## config.mk

```make
export PLATFORM = sky130hd
export DESIGN_NAME = uart_tx_arbiter
export DESIGN_NICKNAME = d
export VERILOG_FILES = /design/src/rtl/uart_tx_arbiter.sv
export SDC_FILE = /design/constraint.sdc
export NUM_CORES = 1
export LEC_CHECK = 0
export CORE_MARGIN = 8
export CORE_UTILIZATION = 35
export CTS_CLUSTER_SIZE = 24
export DETAILED_ROUTE_END_ITERATION = 7
export HOLD_SLACK_MARGIN = 0.1
export MAX_ROUTING_LAYER = met4
export PLACE_DENSITY = 0.73
export SYNTH_ARGS = -nofsm -noshare
export SYNTH_HDL_FRONTEND = slang
export SYNTH_SLANG_ARGS = --single-unit
```

## constraint.sdc

```tcl
create_clock -name clk -period 2.75 [get_ports clk]
set_input_delay 0.275 -clock clk [delete_from_list [all_inputs] [get_ports clk]]
set_output_delay 0.275 -clock clk [all_outputs]
set_load 0.01 [all_outputs]
```

## src/rtl/uart_tx_arbiter.sv

```systemverilog
// rtl/uart_tx_arbiter.sv - round-robin arbiter sharing one UART TX PHY; UART_TX_ARB_STATS_EN enables per-requester byte counters
module uart_tx_arbiter #(
    parameter int NUM_REQ        = 4,
    parameter int TIMEOUT_CYCLES = 100_000
) (
    input  logic                  clk,
    input  logic                  reset,
    input  logic [NUM_REQ-1:0]    req_valid,
    input  logic [8*NUM_REQ-1:0]  req_data,
    input  logic [NUM_REQ-1:0]    req_last,
    output logic [NUM_REQ-1:0]    req_ready,
    output logic [NUM_REQ-1:0]    grant,
    output logic                  tx_start,
    output logic [7:0]            byte_to_send,
    input  logic                  end_of_byte,
    output logic                  busy,
    output logic                  timeout_err,
    output logic [16*NUM_REQ-1:0] byte_cnt
);
    localparam int IDX_W  = $clog2(NUM_REQ);
    localparam int TCNT_W = $clog2(TIMEOUT_CYCLES + 1);

    typedef enum logic [1:0] {IDLE, SEND, WAIT_DONE} state_t;

    state_t              state_q, state_d;
    logic [IDX_W-1:0]    gidx_q, gidx_d, rr_ptr_q, rr_ptr_d, pick_idx, next_idx;
    logic                pick_found;
    logic [NUM_REQ-1:0]  grant_d, req_ready_d;
    logic [7:0]          byte_d;
    logic                last_q, last_d, tx_start_d, timeout_err_d, busy_d;
    logic [TCNT_W-1:0]   tcnt_q, tcnt_d;
    logic                tcnt_expired;
    logic [7:0]          data_arr [NUM_REQ];

    // (base + offs) modulo NUM_REQ, valid for non-power-of-two requester counts
    function automatic logic [IDX_W-1:0] wrap_add(input logic [IDX_W-1:0] base, input int offs);
        int sum;
        sum = int'(base) + offs;
        if (sum >= NUM_REQ) sum = sum - NUM_REQ;
        return IDX_W'(sum);
    endfunction

    for (genvar i = 0; i < NUM_REQ; i++) begin : g_slice
        assign data_arr[i] = req_data[8*i +: 8];
    end

    assign next_idx     = wrap_add(gidx_q, 1);
    assign tcnt_expired = (tcnt_q == TCNT_W'(TIMEOUT_CYCLES - 1));
    assign busy_d       = (state_d != IDLE);

    // Round-robin pick: first valid requester at or after rr_ptr
    always_comb begin
        pick_found = 1'b0;
        pick_idx   = '0;
        for (int k = 0; k < NUM_REQ; k++) begin
            if (!pick_found && req_valid[wrap_add(rr_ptr_q, k)]) begin
                pick_found = 1'b1;
                pick_idx   = wrap_add(rr_ptr_q, k);
            end
        end
    end

    // State register
    always_ff @(posedge clk) begin
        if (reset) state_q <= IDLE;
        else       state_q <= state_d;
    end

    // Next state and next values of every registered output
    always_comb begin
        state_d       = state_q;
        gidx_d        = gidx_q;
        rr_ptr_d      = rr_ptr_q;
        grant_d       = grant;
        byte_d        = byte_to_send;
        last_d        = last_q;
        tcnt_d        = tcnt_q;
        tx_start_d    = 1'b0;
        req_ready_d   = '0;
        timeout_err_d = 1'b0;
        case (state_q)
            IDLE: begin
                if (pick_found) begin
                    gidx_d            = pick_idx;
                    grant_d           = '0;
                    grant_d[pick_idx] = 1'b1;
                    tcnt_d            = '0;
                    state_d           = SEND;
                end
            end
            SEND: begin
                // A byte that is ready wins over a coincident expiry so it is never dropped
                if (req_valid[gidx_q]) begin
                    byte_d              = data_arr[gidx_q];
                    last_d              = req_last[gidx_q];
                    tx_start_d          = 1'b1;
                    req_ready_d[gidx_q] = 1'b1;
                    tcnt_d              = '0;
                    state_d             = WAIT_DONE;
                end else if (tcnt_expired) begin
                    timeout_err_d = 1'b1;
                    grant_d       = '0;
                    rr_ptr_d      = next_idx;
                    tcnt_d        = '0;
                    state_d       = IDLE;
                end else begin
                    tcnt_d = tcnt_q + TCNT_W'(1);
                end
            end
            WAIT_DONE: begin
                // Completion in the expiry cycle counts as a normal completion
                if (end_of_byte) begin
                    tcnt_d = '0;
                    if (last_q) begin
                        grant_d  = '0;
                        rr_ptr_d = next_idx;
                        state_d  = IDLE;
                    end else begin
                        state_d = SEND;
                    end
                end else if (tcnt_expired) begin
                    timeout_err_d = 1'b1;
                    grant_d       = '0;
                    rr_ptr_d      = next_idx;
                    tcnt_d        = '0;
                    state_d       = IDLE;
                end else begin
                    tcnt_d = tcnt_q + TCNT_W'(1);
                end
            end
            default: state_d = IDLE;
        endcase
    end

    // Output and datapath registers
    always_ff @(posedge clk) begin
        if (reset) begin
            gidx_q       <= '0;
            rr_ptr_q     <= '0;
            grant        <= '0;
            byte_to_send <= 8'h00;
            last_q       <= 1'b0;
            tcnt_q       <= '0;
            tx_start     <= 1'b0;
            req_ready    <= '0;
            timeout_err  <= 1'b0;
            busy         <= 1'b0;
        end else begin
            gidx_q       <= gidx_d;
            rr_ptr_q     <= rr_ptr_d;
            grant        <= grant_d;
            byte_to_send <= byte_d;
            last_q       <= last_d;
            tcnt_q       <= tcnt_d;
            tx_start     <= tx_start_d;
            req_ready    <= req_ready_d;
            timeout_err  <= timeout_err_d;
            busy         <= busy_d;
        end
    end

`ifdef UART_TX_ARB_STATS_EN
    logic        cnt_inc;
    logic [15:0] cnt_q [NUM_REQ];

    assign cnt_inc = (state_q == WAIT_DONE) && end_of_byte;

    // Saturating completed-byte counter for the granted requester
    always_ff @(posedge clk) begin
        for (int i = 0; i < NUM_REQ; i++) begin
            if (reset)
                cnt_q[i] <= '0;
            else if (cnt_inc && (gidx_q == IDX_W'(i)) && (cnt_q[i] != 16'hFFFF))
                cnt_q[i] <= cnt_q[i] + 16'd1;
        end
    end

    for (genvar i = 0; i < NUM_REQ; i++) begin : g_cnt
        assign byte_cnt[16*i +: 16] = cnt_q[i];
    end
`else
    assign byte_cnt = '0;
`endif

endmodule

```

==> impl_metrics.tcl <==
set metrics [dict create \
    grt_overflow_total 0 \
    cp-start-kind "register" \
    synth_xor_area_share_pct 4.500 \
    fillCellCount 770 \
    post_cts_buffers 0 \
    die_area_sq_um 10870 \
    r2r_cells 7 \
    synth_ff_type "dfxtp_1" \
    fp-row-count 32 \
    clock_latency_ps 300 \
    cellLeakagePower_nw 1.345 \
    fmax_mhz 456.5 \
    grt_pass1_vias 2207 \
    syn_area_per_cell_sq_um 8.964 \
    grt_max_degree 18 \
    die_h_um 104.2 \
    antenna_found_initial 0 \
    end_kind "register" \
    cts_buffers 5 \
    cts_tree "built" \
    gp_congestion 0.8238 \
    rsz0062_at_grt "false" \
    synth_top_family_by_area "buffers and inverters" \
    synth_fa_ha_area_share_pct 4.132 \
    whs_path_depth 2 \
    clock_sinks 43 \
    hold_violations 0 \
    min_period_over_period_pct 79.66 \
    total_power_w 0.001842 \
    hold_buffers 0 \
    peakVddDrop_uv 303.4 \
    setup_viol 0 \
    drv_cap 0 \
    yosysTopAreaCell "dfxtp_1" \
    grt_usage_pct 12.12 \
    cts_buffer_depth 2 \
    drv_slew 0 \
    timing.setup.tns_ps 0 \
    wl_mm 6.322 \
    ys_async_sr_fraction_pct 0 \
    synth_simple_gate_area_share_pct 18.50 \
    syn_inst 304 \
    hold_class "register to register" \
    htree_levels 2 \
    io_buffers 61 \
    synth_area_sq_um 2725 \
    crit_type "register to register" \
    drtIter0Drc 106 \
    nets 420 \
    outcome "finished clean" \
    clk_pin_slew_ps 90 \
    synth_most_common_cell "buf_4" \
    synth_warnings 0 \
    slew_headroom_pct 48.05 \
    min-delay-start "byte_to_send[5]" \
    io_pins 126 \
    fp.dieW_um 104.2 \
    worst_pin_slew_ps 779.2 \
    synth_commonest_cells "buf_4 (64), dfxtp_1 (43), nand2_1 (32)" \
    wl_per_cell_um 13.42 \
    synth_cell_types 46 \
    fin_skew_ps 11.13 \
    vias_per_cell 4.469 \
    synth_edf_count 0 \
    synth_compound_area_share_pct 11.02 \
    drive_above_1_share_pct 7.859 \
    vias 2105 \
    cts-root-buf "clkbuf_8" \
    drc 0 \
    power_density_nw_per_um2 550.5 \
    diodes 0 \
    fin_crit_ps 2191 \
    synth_seq_area_share_pct 31.59 \
    muxShareOfSynthArea_pct 9.780 \
    dp_hpwl_mm 5.148 \
    synth-seq-cells 43 \
    dr.pass1.iters 4 \
    drtAntennaViolNets 0 \
    start_util_pct 35.63 \
    synth_area_leaders "dfxtp_1 (32%), buf_4 (18%), mux4_2 (8.3%)" \
    cp.arrival_ps 2390 \
    area_growth_pct 22.77 \
    r2r_slack_ps 560 \
    path_max_fanout 17 \
    rr_endpoint "tcnt_q[10]" \
    synth_top_area_share_pct 31.59 \
    crit_required_ps 2950 \
    cts_resized 0 \
    grt_pass1_wl_mm 10.74 \
    core_sq_um 7647 \
    r2r-start "state_q[0]" \
    min_to "byte_to_send[5]" \
]
## stage by stage
stage               cell area, sq um  worst slack (ps)  util (%)  hold WS, ps  std cells
global route                    3346             340.8     43.75        492.9        471
global placement                3224             282.6     42.16        442.3        463
detailed placement              3224             234.7     42.16        448.6        463
floorplan                       2962             765.5         -        432.1        367
finish                          3346             559.3     43.75        459.3        471
CTS                             3346             535.9     43.75        461.0        471
## state kept, by name (all words and copies together), names as in the netlist
signal and cells:
grant 4, byte_to_send 8, tcnt_q 17, rr_ptr_q 2, req_ready 4, busy 1, last_q 1, gidx_q 2
timeout_err 1, state_q 2, tx_start 1
## area by class of cell
type / count / area [sq um] / area share [%]
Multi-Input combinational cell: 241 / 1546 / 46.22
Sequential cell: 43 / 860.8 / 25.73
Timing Repair Buffer: 66 / 648.1 / 19.37
Tap cell: 102 / 127.6 / 3.814
Clock buffer: 6 / 82.58 / 2.468
Inverter: 11 / 41.29 / 1.234
Clock inverter: 2 / 38.79 / 1.159
## per-layer routing
metal | global-route usage, % | share of wire, % | vias to the layer above
met3 | 4.151 | 6.2 | 11
met2 | 20.21 | 52 | 71
met5 | - | 0 | -
met4 | 4.343 | 2.0 | 0
li1 | - | - | 1045
met1 | 13.11 | 40 | 978
## power breakdown
| group | total, W | internal [W] | switching [W] |
|---|---|---|---|
| Combinational | 0.000609 | 0.000285 | 0.000324 |
| Sequential | 0.000715 | 0.000681 | 0.0000334 |
| Clock | 0.000518 | 0.000299 | 0.000220 |
## cells by family (layout without fill, tap and decap cells)
kind of cell             count (synthesis)  after routing
other                                    1             64
XOR/XNOR                                14             14
AND/OR/NAND/NOR                         97             97
flip-flops                              43             43
buffers and inverters                   83             85
adder cells (fa/ha/maj)                  9              9
multiplexers                            14             14
AO/OA/AOI/OAI                           43             43
## worst max-delay path, stage by stage, from the launching register on
cell      delay, ps
dfxtp_1         390
inv_1            80
ha_1            240
nand2b_1        160
nand2_1         140
a32oi_2         690
o22ai_1         190
a22o_1          200
## cell usage in the layout (no fill, tap or decap), drive strengths merged, types with 3 or more instances in the layout
cell type | netlist | layout
buf | 68 | 5
a21oi | 19 | 19
nand4 | 6 | 6
dfxtp | 43 | 43
nand3 | 6 | 6
and3 | 9 | 9
mux2i | 3 | 3
ha | 9 | 9
o22ai | 3 | 3
a22o | 5 | 5
clkbuf | 4 | 6
and2 | 3 | 3
nand2 | 32 | 32
nand2b | 3 | 3
a21o | 3 | 3
conb | 1 | 64
mux4 | 10 | 10
inv | 11 | 12
xor2 | 12 | 12
nor4 | 3 | 3
clkdlybuf4s50 | 0 | 61
nor2 | 23 | 23
## worst max-delay path by stage
stage	start	endpoint	slack (ps)
after floorplan	gidx_q[0]	rr_ptr_q[0]	770
after CTS	state_q[0]	tcnt_q[10]	540
after global placement	req_valid[1]	tcnt_q[10]	280
final	state_q[0]	tcnt_q[10]	560
after detailed placement	req_valid[1]	tcnt_q[10]	230
after global routing	state_q[0]	tcnt_q[10]	340
Note: power is estimated with default switching activity, not from simulation.
